==> src/rtl/imem_loader.sv <==
// Program loader: assembles little-endian 32-bit words from a byte stream and
// writes them to instruction memory at consecutive word addresses from 0.
module imem_loader #(
  parameter int DEPTH  = 64,
  parameter int ADDR_W = 6
) (
  input  logic              CLK,
  input  logic              RESET,
  input  logic              Start,
  input  logic [ADDR_W:0]   WordCount,
  input  logic [7:0]        RxData,
  input  logic              RxValid,
  output logic              RxReady,
  output logic              MemWE,
  output logic [ADDR_W-1:0] MemAddr,
  output logic [31:0]       MemWData,
  output logic              Busy,
  output logic              Done,
  output logic              Error,
  output logic [31:0]       Checksum
);

  typedef enum logic [2:0] {S_IDLE, S_RECV, S_WRITE, S_DONE, S_ERROR} state_t;

  localparam logic [ADDR_W:0] DEPTH_C = (ADDR_W+1)'(DEPTH);

  state_t              state_q, state_d;
  logic [1:0]          byte_idx_q, byte_idx_d;
  logic [ADDR_W-1:0]   word_idx_q, word_idx_d;
  logic [ADDR_W:0]     count_q, count_d;
  logic [23:0]         asm_q, asm_d;
  logic                rx_ready_q, rx_ready_d;
  logic                mem_we_q, mem_we_d;
  logic [ADDR_W-1:0]   mem_addr_q, mem_addr_d;
  logic [31:0]         mem_wdata_q, mem_wdata_d;
  logic                busy_q, busy_d;
  logic                done_q, done_d;
  logic                error_q, error_d;
  logic [31:0]         checksum_q, checksum_d;

  always_comb begin
    state_d     = state_q;
    byte_idx_d  = byte_idx_q;
    word_idx_d  = word_idx_q;
    count_d     = count_q;
    asm_d       = asm_q;
    rx_ready_d  = rx_ready_q;
    mem_we_d    = 1'b0;
    mem_addr_d  = mem_addr_q;
    mem_wdata_d = mem_wdata_q;
    busy_d      = busy_q;
    done_d      = done_q;
    error_d     = error_q;
    checksum_d  = checksum_q;

    case (state_q)
      S_IDLE, S_DONE, S_ERROR: begin
        if (Start) begin
          done_d     = 1'b0;
          error_d    = 1'b0;
          checksum_d = '0;
          byte_idx_d = '0;
          word_idx_d = '0;
          count_d    = WordCount;
          if (WordCount == '0 || WordCount > DEPTH_C) begin
            state_d    = S_ERROR;
            error_d    = 1'b1;
            rx_ready_d = 1'b0;
            busy_d     = 1'b0;
          end else begin
            state_d    = S_RECV;
            rx_ready_d = 1'b1;
            busy_d     = 1'b1;
          end
        end
      end

      S_RECV: begin
        if (RxValid && rx_ready_q) begin
          if (byte_idx_q == 2'd3) begin
            // Last byte goes straight into the write data, not the assembly register.
            state_d     = S_WRITE;
            rx_ready_d  = 1'b0;
            mem_we_d    = 1'b1;
            mem_addr_d  = word_idx_q;
            mem_wdata_d = {RxData, asm_q};
          end else begin
            case (byte_idx_q)
              2'd0:    asm_d[7:0]   = RxData;
              2'd1:    asm_d[15:8]  = RxData;
              default: asm_d[23:16] = RxData;
            endcase
            byte_idx_d = byte_idx_q + 2'd1;
          end
        end
      end

      S_WRITE: begin
        checksum_d = checksum_q + mem_wdata_q;
        if ({1'b0, word_idx_q} == count_q - 1'b1) begin
          state_d = S_DONE;
          done_d  = 1'b1;
          busy_d  = 1'b0;
        end else begin
          state_d    = S_RECV;
          word_idx_d = word_idx_q + 1'b1;
          byte_idx_d = '0;
          rx_ready_d = 1'b1;
        end
      end

      default: begin
        state_d    = S_IDLE;
        rx_ready_d = 1'b0;
        busy_d     = 1'b0;
      end
    endcase
  end

  always_ff @(posedge CLK or posedge RESET) begin
    if (RESET) begin
      state_q     <= S_IDLE;
      byte_idx_q  <= '0;
      word_idx_q  <= '0;
      count_q     <= '0;
      asm_q       <= '0;
      rx_ready_q  <= 1'b0;
      mem_we_q    <= 1'b0;
      mem_addr_q  <= '0;
      mem_wdata_q <= '0;
      busy_q      <= 1'b0;
      done_q      <= 1'b0;
      error_q     <= 1'b0;
      checksum_q  <= '0;
    end else begin
      state_q     <= state_d;
      byte_idx_q  <= byte_idx_d;
      word_idx_q  <= word_idx_d;
      count_q     <= count_d;
      asm_q       <= asm_d;
      rx_ready_q  <= rx_ready_d;
      mem_we_q    <= mem_we_d;
      mem_addr_q  <= mem_addr_d;
      mem_wdata_q <= mem_wdata_d;
      busy_q      <= busy_d;
      done_q      <= done_d;
      error_q     <= error_d;
      checksum_q  <= checksum_d;
    end
  end

  assign RxReady  = rx_ready_q;
  assign MemWE    = mem_we_q;
  assign MemAddr  = mem_addr_q;
  assign MemWData = mem_wdata_q;
  assign Busy     = busy_q;
  assign Done     = done_q;
  assign Error    = error_q;
  assign Checksum = checksum_q;

endmodule

==> config.mk <==
export PLATFORM = sky130hd
export DESIGN_NAME = imem_loader
export DESIGN_NICKNAME = d
export VERILOG_FILES = /design/src/rtl/imem_loader.sv
export SDC_FILE = /design/constraint.sdc
export NUM_CORES = 1
export LEC_CHECK = 0
export ABC_AREA = 1
export BUFFER_PORTS_ARGS = -buffer_cell sky130_fd_sc_hd__buf_2
export CAP_MARGIN = 0
export CORE_ASPECT_RATIO = 0.8
export CORE_UTILIZATION = 59
export DETAILED_ROUTE_END_ITERATION = 8
export HOLD_SLACK_MARGIN = 0.06
export PLACE_DENSITY = 0.85
export SYNTH_ARGS = -nofsm -noshare
export SYNTH_HDL_FRONTEND = slang
export SYNTH_SLANG_ARGS = --single-unit
==> constraint.sdc <==
create_clock -name CLK -period 3.8 [get_ports CLK]
set_clock_uncertainty 0.1 [all_clocks]
set_input_delay 0 -clock CLK [delete_from_list [all_inputs] [get_ports CLK]]
set_output_delay 0 -clock CLK [all_outputs]
set_load 0.01 [all_outputs]
Yosys cells after proc, flatten, opt, wreduce, memory -nomap -nowiden --
Index checks and enable logic that the tools add are counted. W data, S select, Z words.
Storage, ports and cells: flip-flop bits (word level) 117, bits of input ports 19, output and inout port bits 75, logic and storage cells 88
Operators by class: add/subtract/negate cells 4, $lt $le $gt $ge 1, eq/ne operators 13, mux-type cells 31, bitwise operators 3, reduce and logical (&&, ||, !) cells 21
Operators by type and width (number):
- $pmux W32 S2 | 1
- $add A32 B32 Y32 | 1
- $mux W32 | 1
- $reduce_and A4 Y1 | 4
- $reduce_and A3 Y1 | 5
- $mux W1 | 12
- $mux W3 | 4
- $mux W6 | 2
- $ne A2 B2 Y1 const B | 6
- $pmux W6 S2 | 1
- $mux W2 | 5
- $pmux W3 S3 | 1
- $eq A6 B7 Y1 | 1
- $gt A7 B7 Y1 const B | 1
- $logic_not A7 Y1 | 1
- $sub A7 B1 Y7 const B | 1
- $add A6 B1 Y6 const B | 1
- $eq A3 B2 Y1 const B | 2
- $pmux W1 S3 | 2
- $pmux W2 S3 | 1
- $reduce_and A5 Y1 | 1
- $reduce_and A2 Y1 | 2
- $eq A3 B1 Y1 const B | 1
- $eq A3 B3 Y1 const B | 1
- other kinds (13) | 15

Longest topological paths before layout --
Gate-level depths: netlist of the first run.
word-level depth 5, gate-level depth with buffers 14, gate-level depth less buffers 14

Worst setup path after synthesis of the first run --
Ideal clock, no wire load.
path kind reg2reg, from register mem_wdata_q[0], in the netlist MemWData[0], to register checksum_q[16], in the netlist Checksum[16], arrival time 1954 ps, path slack 1626 ps, cell stages (with the launch flop) 14, cells stage by stage dfrtp_1 ha_1 inv_1 fa_1 inv_1 nand2_1 o21ai_0 nand2_1 nand2_1 nand3_1 nand2_1 nand2_1 nand2_1 o21ai_2
Between the ends: word-level cells in the longest chain between the ends 2
Ends and longest elaborated chain:
- start, declared | line 35 | logic [31:0] mem_wdata_q, mem_wdata_d;
- start signal, assigned | line 144 | mem_wdata_q <= mem_wdata_d;
- $add A32 B32 Y32 | line 99 | checksum_d = checksum_q + mem_wdata_q;
- $pmux W32 S2 | line 56 | case (state_q)
- end signal, assigned | line 148 | checksum_q <= checksum_d;
- end, declared | line 39 | logic [31:0] checksum_q, checksum_d;
No other way between the ends. A chain may end at the register's enable or synchronous reset.

Final worst setup path of the first run --
from register checksum_q[0], in the netlist Checksum[0], to register checksum_q[24], in the netlist Checksum[24]
Between the ends: word-level cells in the longest chain between the ends 2
Ends and longest elaborated chain (line):
- $add A32 B32 Y32 | 99
- $pmux W32 S2 | 56
No other way between the ends.

==> out/metrics.cfg, run 1 <==
[outcome]
outcome = complete, but fails checks
violations = design-rule violations

[routing]
drcViolationCount = 4
routedWlPerCell_um = 15.5
first_pass_iters = 7
postRouteAntennaNets = 0
vias = 7054
drt_iter0_drc = 591
viasPerCell = 5.33
routed_wl_um = 20600

[sta]
tightest_slew_ps = 983
final-setup-viol-count = 0
timing.setup.tns_ps = 0
drv_slew = 0
fin_ws_ps = 1140
rsz0062_at_grt = no
period_minus_slack_ps = 2660
fin_crit_sh = 0.700
hold_viol_final = 0
timing.fmax_mhz = 376
slew_headroom = 0.344

[grt]
gr-max-usage-layer = met2
grt_use_met3 = 0.0902
grt_pass1_wl_um = 33300
grtUsageMet2 = 0.567
grt_pass1_vias = 6804
grt_max_degree = 65
grt_use_met1 = 0.436
grt_use_total = 0.344
antenna_found_initial = 0
overflow = 0

[run]
max-cap-violations = 0

[power_and_ir_drop]
p_leak_uw = 0.00510
p_per_area_mw_per_mm2 = 488
peakVddDrop_mv = 0.367

[floorplanning]
dieArea_mm2 = 0.0127
fp-row-count = 35
die_y_um = 101
coreArea_mm2 = 0.0117
start_util = 0.617
pin_count = 94
fp.dieW_um = 126

[final_layout]
nets = 1220
final_common_cell = nand2_1
diodes = 0
area_growth_syn_to_layout_pct = 18.9
layout_common_cells = nand2_1 (424), inv_1 (168), dfrtp_1 (117)
layout-drive-gt1-share = 0.125
fin_cells = 1324

[setup_path]
cp_num_buf_inv = 2
arrival_ps = 2870
crit_type = reg -> reg
crit_chain = ha_1 -> inv_1 -> fa_1 -> inv_1 -> nand2_1 -> o21ai_0 -> nand2_1 -> nand2_1 -> nand2_1 -> nand3_1 -> nand2_1 -> nand3_1 -> nand2_1
required_ps = 4010
crit_path_top_delay_cell = o21ai_0
critPathLaunchType = register
cp_slowest_stage_delay_ps = 580
cp_max_fo = 4
cpLargestDelayFamily = simple AND/OR/NAND/NOR gates
cp_common_cell = nand2_1
critPathCaptureType = register

[cts]
clock_sinks = 117
cts_resized = 0
clock-root-buffer = clkbuf_16
htreeDepth = 4
clock_path_buffers = 2
cts_tree = done
clk_latency_ps = 430
postCtsSetupRepairBufs = 0
cts_made_buffers = 17
cts.clk_slew.worst_paths_ps = 60

[synth]
syn_avg_cell_area_um2 = 6.90
ys_warn_count = 0
synth_cell_types = 38
ys_seq_area_frac = 0.406
syn_inst = 1045
yosysTopAreaCellShare = 0.406
synth_largest_area_cell = dfrtp_1
ys_seq_elements = 117
syn_area_mm2 = 0.00721
syn_nets = 1102
netlist_top_cells_area = dfrtp_1 (41%), nand2_1 (22%), inv_1 (8.8%)

[placed_design]
post-place-ws_ps = 1250
hpwl_um = 14700
io_buffer_count = 93
dp_cells = 1271
place.gp.congestion = 0.951

[worst_hold_path]
hold_class = in -> async

[sequential cells by signal (all words and copies together) (netlist names)]
register / flops
Busy: 1
Checksum: 32
Done: 1
Error: 1
MemAddr: 6
MemWData: 32
MemWE: 1
RxReady: 1
asm_q: 24
byte_idx_q: 2
count_q: 7
state_q: 3
word_idx_q: 6
[worst min-delay path, cell delays in order]
cell,delay [ps]
dlygate4sd3_1,530
buf_2,130
inv_4,460
[synthesized netlist by cell type]
library cell    n
nand2_1       424
o21bai_1        3
o21ai_0        73
a22oi_1         1
nand3b_1        1
a21oi_1        29
inv_1         169
or2_2           1
o22ai_1         1
nor2_2          5
o31ai_1         1
o21ai_2         1
o21ai_1         3
nor2_4          1
a21o_1          2
nand4_1         8
nor3_1          1
and2_1          6
buf_2           5
a21oi_2         1
dfrtp_1       117
nor3_4          1
buf_4           2
a22o_1          1
xor2_1          9
ha_1           37
nand3_1        57
xnor2_1         7
clkbuf_4        1
nor2_1         58
inv_2           4
nand4_4         1
fa_1            1
buf_1           1
nand2_4         2
clkbuf_1        8
nand2_2         1
buf_6           1
[per-layer routing]
metal / vias to the layer above / routed length, um
li1: 3462 / -
met1: 3260 / 8930
met2: 277 / 9400
met3: 55 / 1650
met4: 0 / 601
met5: - / 0
[cells by family after synthesis]
| logic type | count (synthesis) | share of synthesized area |
|---|---|---|
| xor+xnor | 16 | 0.0194 |
| compound gates | 116 | 0.0846 |
| buf+inv | 191 | 0.103 |
| simple gates | 567 | 0.320 |
| fa+ha+maj | 38 | 0.0670 |
| flops | 117 | 0.406 |
[timing repair]
item                                    4_1_cts  5_1_grt
endpoints found under the setup margin        0        0
hold buffers                                 21        0
hold endpoints to repair                    101        0
[layout make-up]
| cell class | instances | area (um2) |
|---|---|---|
| inverter | 173 | 652 |
| multi-input combinational | 737 | 3540 |
| timing repair buffer | 117 | 698 |
| clock inverter | 15 | 145 |
| sequential | 117 | 2930 |
| fill | 919 | 3120 |
| clock buffer | 17 | 425 |
| tap | 148 | 185 |
[through the flow]
stage	total power, uW	hold slack (ps)	instance area, um2	utilization
global placement	2500	32.2	7800	0.667
finish	4190	109	8580	0.734
CTS	4160	137	8580	0.734
detailed placement	2540	28.3	7800	0.667
global route	4390	192	8580	0.734
floorplan	2300	9.62	7210	-
[worst paths after layout]
kind	from	endpoint	slack, ps	cells after the start
max	Checksum[0]$_DFFE_PP0P_	Checksum[24]$_DFFE_PP0P_	1140	13
min	RESET	MemWData[9]$_DFFE_PP0P_	110	3
max reg2reg	Checksum[0]$_DFFE_PP0P_	Checksum[24]$_DFFE_PP0P_	1140	13
min reg2reg	MemAddr[2]$_DFFE_PP0P_	MemAddr[2]$_DFFE_PP0P_	380	2
max in group asynchronous	RESET	Checksum[21]$_DFFE_PP0P_	2590	4
min in group CLK	RxData[1]	asm_q[9]$_DFFE_PP0P_	240	4
[power by group]
| part | total [uW] | switching [uW] | internal (uW) |
|---|---|---|---|
| Clock | 1580 | 665 | 915 |
| Combinational | 1060 | 730 | 334 |
| Sequential | 1540 | 128 | 1420 |
| Total | 4190 | 1520 | 2660 |
Power figures use the tool's default switching activity.
==> run 2, diff against run 1 <==
==> constraint.sdc (replaced) <==
create_clock -name CLK -period 2.6 [get_ports CLK]
set_clock_uncertainty 0.1 [all_clocks]
set_input_delay 0 -clock CLK [delete_from_list [all_inputs] [get_ports CLK]]
set_output_delay 0 -clock CLK [all_outputs]
set_load 0.01 [all_outputs]
==> out/metrics.cfg, run 2 (synthesis gave the netlist of run 1 again) <==
[power_and_ir_drop]
switchingPower_uw = 2190  ; +44%
seqPwrFrac = 0.369  ; about the same
peakVddDrop_mv = 0.690  ; +88%
pwr-share-clk = 0.366  ; -0.011
p_leak_uw = 0.00512  ; +0.39%
p_per_area_mw_per_mm2 = 710  ; +45%
internal_power_uw = 3930  ; +48%
p_comb_frac = 0.266  ; +0.012
switching_share = 0.357  ; -0.00644

[floorplanning]
dieArea_mm2 = 0.0127  ; unchanged
fp-row-count = 35  ; unchanged
coreArea_mm2 = 0.0117  ; unchanged
start_util = 0.617  ; unchanged
die_y_um = 101  ; unchanged
fp.dieW_um = 126  ; unchanged
pin_count = 94  ; unchanged

[setup_path]
cp_max_fo = 4  ; unchanged
critPathCaptureType = register
cpLargestDelayFamily = simple AND/OR/NAND/NOR gates
reg2reg_to = Checksum[28]$_DFFE_PP0P_
cp_common_cell = nand2_1
arrival_ps = 2490  ; -380 ps
reg2reg_depth = 14  ; +1
path_depth = 14  ; +1
crit_path_top_delay_cell = dfrtp_1
critPathLaunchType = register
crit_type = reg -> reg
r2r-start = Checksum[0]$_DFFE_PP0P_
cp_slowest_stage_delay_ps = 380  ; -200 ps
crit_chain = ha_1 -> inv_1 -> fa_1 -> inv_1 -> nand2_1 -> o21ai_0 -> buf_4 -> nand2_1 -> nand3_1 -> nand2_1 -> nand2_1 -> nand2_1 -> nand3_1 -> nand2_1
cp_num_buf_inv = 3  ; +1
required_ps = 2810  ; -1200 ps
rrSetupSlack_ps = 320  ; -820 ps

[cts]
cts_made_buffers = 17  ; unchanged
cts_tree = done
htreeDepth = 4  ; unchanged
clock-root-buffer = clkbuf_16
postCtsSetupRepairBufs = 0  ; unchanged
cts.clk_slew.worst_paths_ps = 60  ; about the same
clk_latency_ps = 420  ; about the same
clock_path_buffers = 2  ; unchanged
clock_sinks = 117  ; unchanged
ctsHoldBuffers = 21  ; unchanged
cts_resized = 0  ; unchanged

[sta]
final-setup-viol-count = 0  ; unchanged
timing.fmax_mhz = 439  ; +17%
rsz0062_at_grt = no
timing.setup.tns_ps = 0  ; unchanged
drv_slew = 0  ; unchanged
period_minus_slack_ps = 2280  ; -383 ps
hold_viol_final = 0  ; unchanged
slew_headroom = 0.555  ; +0.211
fin_crit_sh = 0.876  ; +0.176
tightest_slew_ps = 665  ; -317 ps

[grt]
overflow = 0  ; unchanged
grt_pass1_wl_um = 33800  ; +1.7%
antenna_found_initial = 0  ; unchanged
grt_pass1_vias = 6835  ; +0.46%
grt_use_total = 0.348  ; +0.00397
grt_max_degree = 118  ; +82%

[routing]
drt_iter0_drc = 615  ; +4.1%
vias = 7127  ; +1.0%
viasPerCell = 5.37  ; +0.81%
postRouteAntennaNets = 0  ; unchanged
routed_wl_um = 21000  ; +1.9%
first_pass_iters = 8  ; +1
routedWlPerCell_um = 15.8  ; +1.7%
drcViolationCount = 5  ; +1

[placed_design]
hpwl_um = 14600  ; -0.84%
place.gp.congestion = 0.969  ; +1.9%
place_area_mm2 = 0.00785  ; +0.63%
io_buffer_count = 93  ; unchanged

[run]
max-cap-violations = 0  ; unchanged

[final_layout]
final_common_cell = nand2_1
nets = 1223  ; +0.25%
stdcell_area_mm2 = 0.00862  ; +0.48%
multi_input_area_mm2 = 0.00354  ; unchanged
layout-drive-gt1-share = 0.126  ; +0.000530
fillers = 909  ; -1.1%
area_growth_syn_to_layout_pct = 19.5
ff_latch_area_mm2 = 0.00293  ; unchanged
layout_common_cells = nand2_1 (424), inv_1 (168), dfrtp_1 (117)
diodes = 0  ; unchanged

[worst_hold_path]
hold_class = in -> async

[outcome]
outcome = complete, but fails checks
violations = design-rule violations

-- run 2: cell count changes in the layout (fill, tap and decap cells not counted), sizes merged --
| cell | change |
|---|---|
| inv | -7 |
| clkbuf | +4 |
| buf | +3 |
| clkinv | +3 |
-- run 2: per-layer routing --
layer	GRT usage	vias to the layer above	part of all wire
li1	-	3469	-
met1	0.459	3304	0.44
met2	0.571	307	0.46
met3	0.0748	47	0.078
met4	0.127	0	0.026
met5	0	-	0
-- run 2: worst max-delay path by stage --
stage                            startpoint                  endpoint  slack, ps
floorplan           MemWData[0]$_DFFE_PP0P_  Checksum[16]$_DFFE_PP0P_        430
global placement    MemWData[0]$_DFFE_PP0P_  Checksum[28]$_DFFE_PP0P_        450
detailed placement  Checksum[0]$_DFFE_PP0P_  Checksum[28]$_DFFE_PP0P_        350
CTS                 Checksum[0]$_DFFE_PP0P_  Checksum[28]$_DFFE_PP0P_        340
global route        Checksum[0]$_DFFE_PP0P_  Checksum[28]$_DFFE_PP0P_        130
finish              Checksum[0]$_DFFE_PP0P_  Checksum[28]$_DFFE_PP0P_        320
-- run 2: worst register-to-register path, stage by stage, from the launching register on --
cell	delay, ps
dfrtp_1	380
ha_1	230
inv_1	70
fa_1	350
inv_1	100
nand2_1	80
o21ai_0	170
buf_4	170
nand2_1	60
nand3_1	130
nand2_1	90
nand2_1	70
nand2_1	50
nand3_1	70
nand2_1	50
-- run 2: layout make-up --
class                           instances  area share
Tap cell                              148      0.0215
Clock buffer                           21      0.0534
Sequential cell                       117       0.340
Multi-Input combinational cell        737       0.411
Inverter                              173      0.0758
Clock inverter                         11      0.0119
Timing Repair Buffer                  120      0.0865
-- run 2: power groups by stage --
stage          registers (uW)  clock network [uW]  logic [uW]
6_report                 2260                2240        1620
5_1_grt                  2280                2320        1800
4_1_cts                  2240                2240        1560
3_5_place_dp             2270                   0        1470
3_3_place_gp             2260                   0        1420
2_1_floorplan            2250                   0        1110
-- run 2: per-stage QoR --
stage	setup slack, ps	hold WS (ps)	power [uW]	util	std cells
global placement	451	119	3680	0.671	1274
CTS	345	234	6050	0.737	1327
floorplan	426	9.62	3360	-	1045
global route	125	269	6400	0.737	1327
detailed placement	355	123	3740	0.671	1274
finish	322	191	6120	0.737	1327
